### config.mk
export PLATFORM = sky130hd
export DESIGN_NAME = mc_sequencer
export DESIGN_NICKNAME = d
export VERILOG_FILES = /design/src/rtl/rv_pkg.sv /design/src/rtl/mc_wait_timer.sv /design/src/rtl/mc_sequencer.sv
export SDC_FILE = /design/constraint.sdc
export NUM_CORES = 1
export LEC_CHECK = 0
export ABC_AREA = 1
export ABC_CLOCK_PERIOD_IN_PS = 1800
export BUFFER_PORTS_ARGS = -buffer_cell sky130_fd_sc_hd__clkbuf_2
export CORE_MARGIN = 4
export CORE_UTILIZATION = 45
export DETAILED_ROUTE_END_ITERATION = 10
export PLACE_DENSITY = 0.68
export SYNTH_ARGS = -nofsm -noshare
export SYNTH_HDL_FRONTEND = slang
export SYNTH_SLANG_ARGS = --single-unit
### constraint.sdc
create_clock -name clk -period 1.8 [get_ports clk]
set_input_delay 0.18 -clock clk [delete_from_list [all_inputs] [get_ports clk]]
set_output_delay 0.18 -clock clk [all_outputs]
set_load 0.05 [all_outputs]
### src/rtl/rv_pkg.sv
// rtl/rv_pkg.sv - RV32I opcode constants and sequencer state type
package rv_pkg;

  localparam logic [6:0] OPC_R      = 7'b0110011;
  localparam logic [6:0] OPC_I_ALU  = 7'b0010011;
  localparam logic [6:0] OPC_LOAD   = 7'b0000011;
  localparam logic [6:0] OPC_STORE  = 7'b0100011;
  localparam logic [6:0] OPC_BRANCH = 7'b1100011;
  localparam logic [6:0] OPC_JAL    = 7'b1101111;
  localparam logic [6:0] OPC_JALR   = 7'b1100111;
  localparam logic [6:0] OPC_LUI    = 7'b0110111;
  localparam logic [6:0] OPC_AUIPC  = 7'b0010111;

  typedef enum logic [2:0] {
    IDLE,
    FETCH,
    DECODE,
    EXEC,
    MEM,
    WB,
    TRAP
  } mc_state_t;

  // True for every base-ISA major opcode this core executes.
  function automatic logic opc_legal(input logic [6:0] opc);
    case (opc)
      OPC_R, OPC_I_ALU, OPC_LOAD, OPC_STORE, OPC_BRANCH,
      OPC_JAL, OPC_JALR, OPC_LUI, OPC_AUIPC: opc_legal = 1'b1;
      default:                               opc_legal = 1'b0;
    endcase
  endfunction

  // Loads and stores are the only instructions that visit MEM.
  function automatic logic opc_is_mem(input logic [6:0] opc);
    opc_is_mem = (opc == OPC_LOAD) || (opc == OPC_STORE);
  endfunction

endpackage

### src/rtl/mc_wait_timer.sv
// rtl/mc_wait_timer.sv - counts handshake wait cycles and flags the final allowed wait
module mc_wait_timer #(
  parameter int TIMEOUT = 15,
  parameter int TMR_W   = 4
) (
  input  logic clk,
  input  logic rst_n,
  input  logic clr,
  input  logic inc,
  output logic expired
);

  localparam logic [TMR_W-1:0] LAST = TMR_W'(TIMEOUT - 1);

  logic [TMR_W-1:0] count;

  // expired marks the TIMEOUT-th consecutive wait cycle, i.e. the one that traps.
  assign expired = inc && (count == LAST);

  // Wait counter: restarts whenever the sequencer is outside a handshake state.
  always_ff @(posedge clk or negedge rst_n) begin
    if (!rst_n) begin
      count <= '0;
    end else if (clr) begin
      count <= '0;
    end else if (inc && (count != LAST)) begin
      count <= count + 1'b1;
    end
  end

endmodule

### src/rtl/mc_sequencer.sv
// rtl/mc_sequencer.sv - multi-cycle FETCH/DECODE/EXEC/MEM/WB sequencer with traps
module mc_sequencer
  import rv_pkg::*;
#(
  parameter int CNT_W   = 32,
  parameter int TIMEOUT = 15,
  parameter int TMR_W   = 4
) (
  input  logic             clk,
  input  logic             rst_n,
  input  logic             run,
  input  logic [6:0]       opcode,
  input  logic             cu_RUWr,
  input  logic             cu_DmWr,
  output logic             imem_req,
  input  logic             imem_ready,
  output logic             ir_en,
  output logic             dmem_req,
  output logic             dmem_we,
  input  logic             dmem_ready,
  output logic             ru_we,
  output logic             pc_en,
  output logic             busy,
  output logic             illegal,
  output logic             timeout_err,
  output logic [CNT_W-1:0] instret
);

  mc_state_t state, state_next;
  logic      tmr_clr, tmr_inc, tmr_expired;

  // The timer only runs while a request is outstanding; any other state resets it,
  // so it is always fresh on entry to FETCH or MEM.
  assign tmr_clr = !((state == FETCH) || (state == MEM));
  assign tmr_inc = ((state == FETCH) && !imem_ready) || ((state == MEM) && !dmem_ready);
  assign busy    = (state != IDLE) && (state != TRAP);

  mc_wait_timer #(
    .TIMEOUT(TIMEOUT),
    .TMR_W  (TMR_W)
  ) u_wait_timer (
    .clk    (clk),
    .rst_n  (rst_n),
    .clr    (tmr_clr),
    .inc    (tmr_inc),
    .expired(tmr_expired)
  );

  // State register.
  always_ff @(posedge clk or negedge rst_n) begin
    if (!rst_n) begin
      state <= IDLE;
    end else begin
      state <= state_next;
    end
  end

  // Next-state and single-cycle strobes, all decoded from the current state.
  always_comb begin
    state_next = state;
    imem_req   = 1'b0;
    ir_en      = 1'b0;
    dmem_req   = 1'b0;
    dmem_we    = 1'b0;
    ru_we      = 1'b0;
    pc_en      = 1'b0;
    case (state)
      IDLE: begin
        if (run) state_next = FETCH;
      end
      FETCH: begin
        imem_req = 1'b1;
        if (imem_ready) begin
          ir_en      = 1'b1;
          state_next = DECODE;
        end else if (tmr_expired) begin
          state_next = TRAP;
        end
      end
      DECODE: begin
        state_next = opc_legal(opcode) ? EXEC : TRAP;
      end
      EXEC: begin
        state_next = opc_is_mem(opcode) ? MEM : WB;
      end
      MEM: begin
        dmem_req = 1'b1;
        dmem_we  = cu_DmWr;
        if (dmem_ready) begin
          state_next = WB;
        end else if (tmr_expired) begin
          state_next = TRAP;
        end
      end
      WB: begin
        ru_we      = cu_RUWr;
        pc_en      = 1'b1;
        state_next = run ? FETCH : IDLE;
      end
      TRAP: begin
        state_next = TRAP;
      end
      default: begin
        state_next = IDLE;
      end
    endcase
  end

  // Retired-instruction counter and sticky trap causes; only reset clears them.
  always_ff @(posedge clk or negedge rst_n) begin
    if (!rst_n) begin
      instret     <= '0;
      illegal     <= 1'b0;
      timeout_err <= 1'b0;
    end else begin
      if (pc_en) instret <= instret + 1'b1;
      if ((state == DECODE) && !opc_legal(opcode)) illegal <= 1'b1;
      if (tmr_expired) timeout_err <= 1'b1;
    end
  end

endmodule
# Yosys cells after proc, flatten, opt, wreduce, memory -nomap -nowiden
# Index checks and enable logic that the tools add are counted.
[word_totals] output_inout_bits=41 inputBits=14 latch_bits=0 regBits=41 n_memories=0 mem_bits_rw=0 word_cells=61 romBits=0
[classes] n_mul=0 shifts=0 n_bitwise=0 n_reduce_logical=15 muxes=19 n_eq_ne=20 n_lt_le_gt_ge=0 n_addsub=2 div=0
[op_table] operator="adder 32 x 1 -> 32 bit (second input constant)" n=1
[op_table] operator="equality test 7 x 6 -> 1 bit (second input constant)" n=3
[op_table] operator="equality test 7 bit (second input constant)" n=3
[op_table] operator="one-hot mux 3 bit (7 select lines)" n=1
[op_table] operator="two-way mux 3 bit" n=5
[op_table] operator="equality test 7 x 5 -> 1 bit (second input constant)" n=2
[op_table] operator="two-way mux 1 bit" n=11
[op_table] operator="equality test 3 bit (second input constant)" n=3
[op_table] operator="OR reduction 9 bit" n=1
[op_table] operator="two-way mux 4 bit" n=2
[op_table] operator="equality test 7 x 2 -> 1 bit (second input constant)" n=1
[op_table] operator="equality test 3 x 2 -> 1 bit (second input constant)" n=2
[op_table] operator="logical AND 1 bit" n=6
[op_table] operator="adder 4 x 1 -> 4 bit (second input constant)" n=1
[op_table] operator="equality test 4 bit (second input constant)" n=1
[op_table] operator="!= test 4 bit (second input constant)" n=1
[op_table] operator="equality test 3 x 1 -> 1 bit (second input constant)" n=1
[op_table] operator="logical NOT 1 bit" n=3
[op_table] operator="logical NOT 3 bit" n=1
[op_table] operator="logical OR 1 bit" n=3
[op_table] operator="!= test 3 bit (second input constant)" n=1
[op_table] operator="nonzero test 3 bit" n=1
[op_table] operator="!= test 2 x 1 -> 1 bit (second input constant)" n=1
[op_table] operator="!= test 2 bit (second input constant)" n=1

# Depth between registers and ports, before layout
[depth] depth_word=7 mapped_depth=10 mapped_depth_nobuf=9

# By module
# Synthesis repeated with hierarchy kept, for this count alone.
[hier_totals] cells_unflattened=325 area_unflattened_um2=2441.1
[modules_own_cells] mod="mc_sequencer" area_per_inst_um2=2188.3 n_inst=1 seq_area_each_um2=925.9 cells_each=292
[modules_own_cells] mod="mc_wait_timer" area_per_inst_um2=252.7 n_inst=1 seq_area_each_um2=100.1 cells_each=33

# Least setup slack after synthesis
# OpenSTA, ideal clock, no wires.
[synth_path] path_type="register to register" start="reg state[1]" end="reg state[1]" stages_incl_launch_ff=7 path_buffers=0 arrival_time_ps=2000 setup_slack_ps=-270 required_ps=1730 cell_sequence="dfrtp_1 > inv_2 > nand2_1 > nor2_2 > inv_1 > nor2_1 > nand3b_1"
[synth_between] elab_chain_cells=7 word_cells_on_any_way=16
[synth_rtl] item="from (decl)" line_no="mc_sequencer.sv:29" source="mc_state_t state, state_next;"
[synth_rtl] item="from (signal assigned)" line_no="mc_sequencer.sv:54" source="state <= state_next;"
[synth_rtl] item="equality test 3 x 1 -> 1 bit or equality test 3 bit (tied branches)" line_no="mc_sequencer.sv:35, mc_sequencer.sv:67"
[synth_rtl] item="logical AND 1 bit" line_no="mc_sequencer.sv:35" source="assign tmr_inc = ((state == FETCH) && !imem_ready) || ((state == MEM) && !dmem_ready);"
[synth_rtl] item="logical OR 1 bit" line_no="mc_sequencer.sv:35"
[synth_rtl] item="logical AND 1 bit" line_no="mc_wait_timer.sv:18" source="assign expired = inc && (count == LAST);"
[synth_rtl] item="two-way mux 3 bit"
[synth_rtl] item="two-way mux 3 bit, on equally long branches"
[synth_rtl] item="one-hot mux 3 bit (7 select lines)" line_no="mc_sequencer.sv:67" source="case (state)"
# Parallel ways exist; a longest one is shown, timed or not.
# A chain may end at the register's enable or synchronous reset.

# Worst setup path after layout
[layout_path] start="reg state[1]" end="out ru_we"
[layout_between] elab_chain_cells=2
[layout_rtl] item="equality test 3 bit" line_no="mc_sequencer.sv:67"
[layout_rtl] item="two-way mux 1 bit" line_no="mc_sequencer.sv:67"
[layout_rtl] item="to (decl)" line_no="mc_sequencer.sv:21" source="output logic ru_we,"
# No other way between the ends.

==> results.toml <==
[run_status]
status = "complete, no violations"

[power]
p_leak_nw = 1.56
power_mw = 2.80
vdd_drop_max_v = 0.000921
powerDensity_nw_per_um2 = 928

[clock_tree]
cts-buffers-inserted = 5
cts_root_buffer = "clkbuf_8"
post_cts_buffers = 0
cts_sinks = 41
htree_levels = 2
clk_latency_ps = 300
clk_path_buf_depth = 2
clkTransAtPathRegs_ps = 80
tritoncts = "built"

[job]
cap_violations = 0

[yosys]
avgSynthCellArea_um2 = 7.41
syn_nets = 360
synth_seq_area_share_pct = 40.4
yosys-top-cells-area = "dfrtp_1, nand2_1, inv_1"
async_reset_ff_share_pct = 100
synthMostInstantiatedCell = "nand2_1"
synth_edf_count = 0
ys.flop_type = "dfrtp_1"
ys_warn_count = 0
ys_ff_latch = 41
ys_types = 32
yosys-top-cells-count = "nand2_1, inv_1, nor2_1"
postSynthCellCount = 343
yosys.area.top_type = "dfrtp_1"
synth_top_area_share_pct = 40.4
synthesis.area_um2 = 2540

[layout]
syn_to_final_growth_pct = 18.8
fillers = 542
final_util_pct = 54.8
final_cells = 478
num_antenna_cells = 0
layout.nets = 422
layout-drive-gt1-share_pct = 22.7

[setup_path]
crit_fanout = 7
criticalPathCategory = "reg2out"
crit_slowest_cell = "dfrtp_1"
cpLargestDelayFamily = "buffers and inverters"
start_kind = "register"
end_kind = "primary output"
worstPathArrival_ps = 1510
critPathRequiredTime_ps = 1620
crit_top_cell = "buf_4"
critPathBufInv = 3
slowest_delay_ps = 420
crit_chain = "inv_2 > nand3_4 > buf_4 > nor2_1 > buf_4"

[routing]
wl_um = 5680
wl_per_cell_um = 11.9
ant_nets = 0
first_pass_iters = 4
num_vias = 2302
drcViolationCount = 0
dr.first_iter.drc_count = 101
post_drt_via_cell_ratio = 4.82

[timing]
period_share_pct = 94.0
worst_pin_slew_ps = 501
rsz0062_at_grt = "false"
finalHoldViolations = 0
slew_headroom_pct = 66.6
drv_slew = 0
fin_tns_setup_ps = 0
fmax_mhz = 591
timing.final.crit_period_ps = 1690
finClkSkew_ps = 4.58
setup_viol = 0

[placed_design]
gp_congestion = 0.860
dpl.hpwl_um = 4550
place_inst = 469
portBuffers = 54

[min_path]
min_path_type = "in2reg"

[floorplan]
core_um2 = 5510
die-area_um2 = 6910
initial_core_util_pct = 46.1
die_w_um = 83.1
die_h_um = 83.1
row_count = 27
io_pins = 55

[grt]
antenna_found_initial = 0
grt_pass1_vias = 2268
grt_max_degree = 24
globalRoute.totalOverflow = 0
grt_use_total_pct = 18.2
grt_pass1_wl_um = 10400
-- path summary, 6_finish.rpt --
kind / from / end / slack (ps) / cells past startpoint
min: run / state[0]$_DFFE_PN0P_ / 170 / 4
max reg2reg: instret[0]$_DFFE_PN0P_ / instret[22]$_DFFE_PN0P_ / 210 / 7
min reg2reg: illegal$_DFFE_PN0P_ / illegal$_DFFE_PN0P_ / 470 / 2
max in group asynchronous: rst_n / instret[20]$_DFFE_PN0P_ / 940 / 3
max: state[1]$_DFFE_PN0P_ / ru_we / 110 / 5
min in group asynchronous: rst_n / instret[27]$_DFFE_PN0P_ / 370 / 2
-- logic make-up after synthesis --
| group | after synthesis | synth area share, % |
|---|---|---|
| AO/OA/AOI/OAI | 9 | 2.31 |
| XOR/XNOR | 22 | 7.58 |
| adder cells (fa/ha/maj) | 3 | 1.48 |
| AND/OR/NAND/NOR | 217 | 40.2 |
| buffers and inverters | 51 | 8.07 |
| flip-flops | 41 | 40.4 |
-- through the flow --
stage | cell area, µm² | worst slack [ps] | hold WS, ps
final | 3020 | 108 | 173
after global routing | 3020 | 4.14 | 196
after CTS | 3020 | 13.1 | 166
after detailed placement | 2920 | 212 | 170
after global placement | 2920 | 309 | 176
after floorplan | 2550 | 1.55 | -116
-- flip-flops by register name (all words and copies together), names as in the netlist --
signal	count
illegal	1
u_wait_timer.count	4
timeout_err	1
instret	32
state	3
-- routing by layer --
| metal | wire length [µm] | share of wire (%) | track usage, % | vias up |
|---|---|---|---|---|
| met4 | 126 | 2.2 | 6.39 | 0 |
| li1 | - | - | - | 1179 |
| met2 | 2720 | 48 | 30.1 | 60 |
| met1 | 2500 | 44 | 22.8 | 1050 |
| met3 | 325 | 5.7 | 4.86 | 13 |
| met5 | 0 | 0 | 0 | - |
-- repair_timing --
action	4_1_cts	5_1_grt
setup endpoints to repair	0	1
gates resized for setup	0	3
hold buffers	1	0
endpoints found under the hold margin	18	0
-- tightest hold or removal path: cells and delay by family --
family,cells,cell delay (ps)
buf+inv,2,130
simple gates,2,140
-- area by class of cell --
class	count	area, µm²	share of cell area (%)
clock buffer	5	68.8	2.28
multi-input combinational	251	1320	43.6
sequential	41	1030	34.0
inverter	48	181	6.01
clock inverter	3	17.5	0.580
timing repair buffer	58	318	10.5
tap	72	90.1	2.98
-- power by group --
part	switching (mW)	leakage (nW)	internal (mW)
Combinational	0.784	0.962	0.279
Clock	0.343	0.0439	0.268
Sequential	0.121	0.558	1.01
Total	1.25	1.56	1.55
-- layout by cell type, fill, tap and decap left out, drive strengths merged --
cell type,n
a21oi,2
buf,4
clkbuf,58
clkinv,4
clkinvlp,1
dfrtp,41
dlygate4sd3,1
ha,3
inv,46
nand2,115
nand3,25
nand3b,5
nand4,9
nor2,55
nor3,6
o211ai,1
o21a,1
o21ai,3
o21bai,2
or2,2
xnor2,11
xor2,11
No activity file was read; power rests on OpenSTA's default activity.
